==> config.mk <==
export PLATFORM = sky130hd
export DESIGN_NAME = result_frame_decoder
export DESIGN_NICKNAME = d
export VERILOG_FILES = /design/src/rtl/result_frame_decoder.sv
export SDC_FILE = /design/constraint.sdc
export NUM_CORES = 1
export LEC_CHECK = 0
export CORE_MARGIN = 10
export CORE_UTILIZATION = 45
export DETAILED_ROUTE_END_ITERATION = 6
export MAX_ROUTING_LAYER = met4
export PLACE_DENSITY = 0.72
export SLEW_MARGIN = 15
export SYNTH_ARGS = -nofsm -noshare
export SYNTH_HDL_FRONTEND = slang
export SYNTH_SLANG_ARGS = --single-unit
==> constraint.sdc <==
create_clock -name clk -period 3.1 [get_ports clk]
set_input_delay 0.775 -clock clk [delete_from_list [all_inputs] [get_ports clk]]
set_output_delay 0.775 -clock clk [all_outputs]
set_load 0.1 [all_outputs]
==> src/rtl/result_frame_decoder.sv <==
// Result frame decoder: hunts for the 0xAA start byte in a UART byte stream,
// collects the 32-byte miner result frame, checks the repeated sync byte and
// (optionally) the fixed trailer, and publishes the nonce from each good frame.
// Abandoned frames (bad sync, bad trailer, inter-byte timeout) pulse frame_err.

module result_frame_decoder #(
  parameter int TIMEOUT_CYCLES = 30000,
  parameter bit CHECK_TRAILER  = 1'b1,
  parameter int CNT_W          = 16
) (
  input  logic             clk,
  input  logic             rst_n,
  input  logic [7:0]       rx_data,
  input  logic             rx_valid,
  output logic [31:0]      nonce_out,
  output logic             nonce_valid,
  output logic             frame_err,
  output logic             busy,
  output logic [CNT_W-1:0] good_count,
  output logic [CNT_W-1:0] err_count
);

  localparam logic [7:0]  SYNC_BYTE = 8'hAA;
  // Trailer b24..b31, LS byte first on the wire.
  localparam logic [63:0] TRAILER   = 64'hdead432987beefaa;
  localparam int          TIMER_W   = (TIMEOUT_CYCLES > 2) ? $clog2(TIMEOUT_CYCLES) : 1;
  localparam logic [TIMER_W-1:0] TIMER_LAST = TIMER_W'(TIMEOUT_CYCLES - 1);

  typedef enum logic {
    IDLE,
    BODY
  } state_t;

  state_t             state, state_nx;
  logic [4:0]         idx, idx_nx;
  logic [TIMER_W-1:0] timer, timer_nx;
  logic [31:0]        shadow, shadow_nx;
  logic               good_evt;
  logic               err_evt;
  logic [7:0]         trailer_byte;

  // idx 24..31 map onto trailer bytes 0..7 through the low three index bits.
  assign trailer_byte = TRAILER[{idx[2:0], 3'b000} +: 8];

  assign busy = (state == BODY);

  // Next-state and frame checking: decides, per cycle, whether the frame
  // continues, completes (good_evt) or is abandoned (err_evt).
  always_comb begin
    // NOTE: every variable gets a default before any branch so no path leaves
    // one unassigned, which would otherwise infer a latch.
    state_nx  = state;
    idx_nx    = idx;
    timer_nx  = timer;
    shadow_nx = shadow;
    good_evt  = 1'b0;
    err_evt   = 1'b0;

    unique case (state)
      IDLE: begin
        // Only a sync byte opens a frame; everything else is dropped quietly.
        if (rx_valid && rx_data == SYNC_BYTE) begin
          state_nx = BODY;
          idx_nx   = 5'd1;
          timer_nx = '0;
        end
      end

      BODY: begin
        if (rx_valid) begin
          // A byte always wins over a coincident timeout cycle.
          timer_nx = '0;
          idx_nx   = idx + 5'd1;

          case (idx)
            5'd1:    shadow_nx[7:0]   = rx_data;
            5'd2:    shadow_nx[15:8]  = rx_data;
            5'd3:    shadow_nx[23:16] = rx_data;
            5'd4:    shadow_nx[31:24] = rx_data;
            default: ;
          endcase

          if (idx == 5'd5 && rx_data != SYNC_BYTE) begin
            err_evt = 1'b1;
          end else if (CHECK_TRAILER && idx >= 5'd24 && rx_data != trailer_byte) begin
            err_evt = 1'b1;
          end else if (idx == 5'd31) begin
            good_evt = 1'b1;
          end

          // The failing byte itself is not reconsidered as a new start byte.
          if (err_evt || good_evt) begin
            state_nx = IDLE;
            idx_nx   = '0;
          end
        end else if (timer == TIMER_LAST) begin
          err_evt  = 1'b1;
          state_nx = IDLE;
          idx_nx   = '0;
          timer_nx = '0;
        end else begin
          timer_nx = timer + TIMER_W'(1);
        end
      end

      default: begin
        state_nx = IDLE;
        idx_nx   = '0;
        timer_nx = '0;
      end
    endcase
  end

  // Frame-tracking state: FSM state, byte index, inter-byte timer, shadow nonce.
  always_ff @(posedge clk or negedge rst_n) begin
    // NOTE: state registers use non-blocking assignments so every flop samples
    // the pre-edge values regardless of statement order.
    if (!rst_n) begin
      state  <= IDLE;
      idx    <= '0;
      timer  <= '0;
      shadow <= '0;
    end else begin
      state  <= state_nx;
      idx    <= idx_nx;
      timer  <= timer_nx;
      shadow <= shadow_nx;
    end
  end

  // Published outputs: nonce only moves on a good frame; event pulses last one cycle.
  always_ff @(posedge clk or negedge rst_n) begin
    if (!rst_n) begin
      nonce_out   <= '0;
      nonce_valid <= 1'b0;
      frame_err   <= 1'b0;
    end else begin
      nonce_valid <= good_evt;
      frame_err   <= err_evt;
      if (good_evt) begin
        nonce_out <= shadow;
      end
    end
  end

  // Frame statistics: saturating counters that hold at all-ones.
  always_ff @(posedge clk or negedge rst_n) begin
    if (!rst_n) begin
      good_count <= '0;
      err_count  <= '0;
    end else begin
      if (good_evt && good_count != '1) begin
        good_count <= good_count + CNT_W'(1);
      end
      if (err_evt && err_count != '1) begin
        err_count <= err_count + CNT_W'(1);
      end
    end
  end

endmodule

# Word level (Yosys, flattened, before mapping)
# Index checks and enable logic that the tools add are counted.
[classes]
add_sub_neg = 4
magnitude_cmp = 1
eq_ne = 14
shift = 1
n_mux = 28
bitwise_logic = 1
n_reduce_logical = 11
[ops]
columns = ["operator", "n"]
rows = [
  ["$shiftx A64 B7 Y8 const A", 1],
  ["$mux W15", 3],
  ["$add A16 B1 Y16 const B", 2],
  ["$ne A16 B16 Y1 const B", 2],
  ["$pmux W15 S2", 1],
  ["$mux W5", 4],
  ["$mux W1", 18],
  ["$add A15 B1 Y15 const B", 1],
  ["$eq A15 B15 Y1 const B", 1],
  ["$reduce_and A3 Y1", 4],
  ["$eq A5 B2 Y1 const B", 2],
  ["$eq A5 B3 Y1 const B", 2],
  ["$pmux W5 S2", 1],
  ["$eq A8 B8 Y1 const B", 1],
  ["$ne A8 B8 Y1", 1],
  ["$ne A8 B8 Y1 const B", 1],
  ["$add A5 B1 Y5 const B", 1],
  ["$eq A5 B1 Y1 const B", 1],
  ["$eq A5 B5 Y1 const B", 1],
  ["$ge A5 B5 Y1 const B", 1],
  ["$logic_and A1 B1 Y1", 5],
  ["$ne A3 B2 Y1 const B", 1],
  ["$ne A2 B2 Y1 const B", 1],
  ["$pmux W1 S2", 1],
  ["other kinds (3)", 3],
]
[totals]
ff_bits = 119
inputBits = 11
output_inout_bits = 67

# Longest topological paths before layout
[logic_depth]
depth_word = 11
mapped_depth = 11
mapped_depth_nobuf = 9

# Least setup slack after synthesis
# OpenSTA, ideal clock, no wires.
[synth_path]
path_type = "register to register"
start = "reg good_count[3]"
end = "reg good_count[1]"
arrival_ps = 2619
t_required_ps = 2974
slack_ps = 355
path_stages_with_launch = 7
path_buffers = 0
synth_period_minus_slack_ps = 2745
cell_sequence = "dfrtp_1 > and4_1 > and3_1 > nand2_1 > nor4_2 > nand3b_1 > mux2_2"
[synth_between]
elab_chain_cells = 2
[synth_rtl]
columns = ["element", "line_no", "rtl"]
rows = [
  ["from (decl)", "19", "output logic [CNT_W-1:0] good_count,"],
  ["from (signal assigned)", "153", "good_count <= good_count + CNT_W'(1);"],
  ["$ne A16 B16 Y1", "152", "if (good_evt && good_count != '1) begin"],
  ["$logic_and A1 B1 Y1", "152", ""],
]
# Every way passes these cells.
# A chain may end at the register's enable or synchronous reset.

# Final worst setup path
[layout_path]
start = "in rx_data[4]"
end = "reg good_count[5]"
[layout_between]
elab_chain_cells = 9
word_cells_on_any_way = 11
[layout_rtl]
columns = ["element", "line_no", "rtl"]
rows = [
  ["from (decl)", "13", "input logic [7:0] rx_data,"],
  ["$ne A8 B8 Y1", "85", "end else if (CHECK_TRAILER && idx >= 5'd24 && rx_data != trailer_byte) begin"],
  ["$logic_and A1 B1 Y1", "85", ""],
  ["$mux W1", "85", ""],
  ["$mux W1 *", "83", "if (idx == 5'd5 && rx_data != SYNC_BYTE) begin"],
  ["$mux W1 *", "70", "if (rx_valid) begin"],
  ["$mux W1 *", "59", "unique case (state)"],
  ["$mux W1 *", "70", ""],
  ["$mux W1 *", "59", ""],
  ["$logic_and A1 B1 Y1 *", "152", ""],
]
# Mark *: on every way between the ends. The rest lies on a longest branch, timed or not. The select of a mux whose other input is x is not followed.

==> impl_metrics.py <==
metrics = {
    "timing": {
        "slew_violations": 0,
        "setup_violations": 0,
        "worst_slack_ns": 0.3730,
        "rsz0062_at_grt": "false",
        "period_minus_slack_ns": 2.727,
        "finalCritPeriodShare_pct": 87.97,
        "fmaxAchievable_mhz": 366.7,
        "holdWs_ns": 0.3344,
        "relSlewSlack_pct": 54.47,
        "skew_ns": 0.007007,
        "hold_viol_final": 0,
        "worst_slew_pin_slew_ns": 0.6772,
    },
    "cells_and_area": {
        "multi_input_area_sq_um": 2394,
        "fillers": 997,
        "area_growth_pct": 27.95,
        "diodes": 0,
        "fin_cells": 710,
        "nNetsFinal": 573,
        "final_cell_area_sq_um": 7062,
        "drive_gt1_share_pct": 36.23,
        "final_util_pct": 58.79,
        "ff_latch_area_sq_um": 2978,
    },
    "clocking": {
        "cts_tree": "built",
        "cts_setup_buffers": 0,
        "htree_levels": 4,
        "cts.sinks": 119,
        "ctsLongestPathBuffers": 2,
        "holdBufCountCts": 0,
        "root_buffer": "clkbuf_16",
        "ctsResizeCount": 0,
        "clk_pin_slew_ns": 0.05,
        "cts_buffers": 17,
        "clk_latency_ns": 0.41,
    },
    "setup_path": {
        "worstSetupPathType": "in -> reg",
        "cp_cell_sequence": "clkdlybuf4s50_1 -> buf_4 -> and4bb_2 -> nand3_1 -> a41oi_1 -> buf_4 -> nand2_1 -> buf_4 -> nor3_1 -> xor2_1",
        "cpPeakStageDelay_ns": 0.51,
        "critPathLaunchType": "primary input",
        "crit_buf_inv": 4,
        "cp_slowest_cell": "clkdlybuf4s50_1",
        "worst_setup_path_end_kind": "register",
        "crit_required_ns": 3.44,
        "crit_fanout": 5,
        "cp_common_cell": "buf_4",
        "worstPathArrival_ns": 3.06,
        "critPathTopFamily": "buffers and inverters",
    },
    "placed_design": {
        "dp_hpwl_um": 8995,
        "dp_cells": 680,
        "place_area_sq_um": 6461,
        "place_ws_ns": -0.007819,
        "place_congestion": 0.8635,
        "portBuffers": 77,
    },
    "pwr": {
        "ir_worst_vdd_mv": 0.6957,
        "power.density_nw_per_um2": 752.5,
        "swShare_pct": 30.51,
        "intPower_mw": 3.692,
        "power_frac_seq_pct": 39.1,
        "leakage_nw": 3.481,
        "power.share.clock_pct": 37.7,
        "p_comb_share_pct": 23.2,
        "switching_power_mw": 1.621,
    },
    "global_routing": {
        "grt_antenna_before_repair": 0,
        "grt_pass1_vias": 4028,
        "gr-usage-all-layers_pct": 16.05,
        "grt_pass1_wl_um": 20820,
        "grt-ovfl-total": 0,
        "grt_max_degree": 84,
    },
    "drt": {
        "route.detailed.drc": 0,
        "vias": 3755,
        "postRouteAntennaNets": 0,
        "viasPerCell": 5.289,
        "routed_wl_um": 12270,
        "dr.pass1.iters": 5,
        "avgRoutedWirePerCell_um": 17.29,
        "drt_iter0_drc": 138,
    },
    "logic_synthesis": {
        "synth_compound_area_share_pct": 3.491,
        "yosysSeqAreaShare_pct": 53.96,
        "avgSynthCellArea_sq_um": 12.46,
        "synthFlopType": "dfrtp_1",
        "async_flop_share_pct": 100.0,
        "muxShareOfSynthArea_pct": 16.82,
        "synth_cell_type_count": 52,
        "synth_edf_count": 0,
        "yosys.area.top_type": "dfrtp_1",
        "synth_top_family_by_area": "multiplexers",
        "synth_nets": 464,
        "netlist_top_cells_area": "dfrtp_1 (54%), mux2_2 (8.6%), mux2_4 (7.9%)",
        "synth_top_cell_area_share_pct": 53.96,
        "synth_xor_area_share_pct": 6.824,
        "synth-simple-area-share_pct": 13.97,
        "synth_cells": 443,
        "synth_fa_ha_area_share_pct": 2.267,
        "yosys_warnings": 0,
        "synth.ff_latch_count": 119,
        "synth_area_sq_um": 5519,
    },
    "worst_hold_path": {
        "hp-class": "in -> async",
    },
    "floorplan": {
        "die-area_sq_um": 17090,
        "start_util_pct": 45.95,
        "row_count": 40,
        "io_pins": 78,
        "die_w_um": 130.7,
        "coreArea_sq_um": 12010,
        "die-height_um": 130.7,
    },
    "flow_run": {
        "maxCapViolCount": 0,
    },
    "status": {
        "status": "finished, final reports clean",
    },
}
[Yosys cell counts, types with 7 or more instances]
master   count
and3_1       7
nand4_1     14
mux2_4      29
nand2_1     34
nand3_1     17
dfrtp_1    119
ha_1        10
nor2_1      31
mux2_2      42
xor2_1      14
inv_1       12
xnor2_1     29
[stage by stage]
stage                     power, mW  setup TNS, ns
after global routing          5.586              0
after global placement        3.311              0
after CTS                     5.379              0
after detailed placement      3.356      -0.007819
after floorplan               2.977              0
final                         5.314              0
[per-layer routing]
layer	GRT usage, %	routed length [um]	vias up
li1	-	-	1783
met1	20.58	5832	1853
met2	23.52	5627	97
met3	4.392	600	22
met4	6.802	213	0
met5	-	0	-
[power by group through the flow]
stage | Combinational, mW | Clock [mW] | Sequential [mW]
6_report | 1.23 | 2.00 | 2.08
5_1_grt | 1.35 | 2.11 | 2.13
4_1_cts | 1.25 | 2.05 | 2.08
3_5_place_dp | 1.25 | 0 | 2.11
3_3_place_gp | 1.22 | 0 | 2.09
2_1_floorplan | 0.666 | 0 | 2.31
[registers in the layout, summed over array words and instances (netlist names)]
name,flops
timer,15
nonce_out,32
err_count,16
idx,5
nonce_valid,1
good_count,16
shadow,32
busy,1
frame_err,1
[final cells by class]
class | instances | area share (%)
flip-flops and latches | 119 | 42.17
multi-input cells | 297 | 33.89
repair buffers | 105 | 12.19
clock buffers | 20 | 6.325
well taps | 147 | 2.605
clock inverters | 10 | 2.179
inverters | 12 | 0.6378
[cell usage in the layout (no fill, tap or decap), drive strengths merged, types with 3 or more instances in the layout]
cell type and n:
xnor2 29, nand2 35, clkdlybuf4s50 9, clkinv 6, bufinv 4, dfrtp 119, nand4 14, nand3 17
o21ai 6, and2 5, clkbuf 20, nor4 6, ha 10, and3b 3, nand2b 4, xor2 14
nor3 6, inv 12, nor2 31, a21oi 6, nor2b 3, buf 96, mux2 71, and3 7
[cell families (layout without fill, tap and decap cells)]
family / Yosys count / count (layout)
simple gates: 144 / 144
flops: 119 / 119
mux: 73 / 73
xor+xnor: 43 / 43
compound gates: 27 / 27
buf+inv: 27 / 147
fa+ha+maj: 10 / 10
[final timing paths]
path | from | end | slack, ns | cells past startpoint
min in group clk | good_count[5]$_DFFE_PN0P_ | good_count[5]$_DFFE_PN0P_ | 0.49 | 1
worst max register to register | idx[0]$_DFFE_PN0P_ | nonce_out[26]$_DFFE_PN0P_ | 0.38 | 10
worst max-delay path | rx_data[4] | good_count[5]$_DFFE_PN0P_ | 0.37 | 10
worst min-delay path | rst_n | nonce_out[8]$_DFFE_PN0P_ | 0.33 | 1
max in group asynchronous | rst_n | shadow[6]$_DFFE_PN0P_ | 1.97 | 2
worst min register to register | good_count[5]$_DFFE_PN0P_ | good_count[5]$_DFFE_PN0P_ | 0.49 | 1
(Power assumes the default switching activity.)
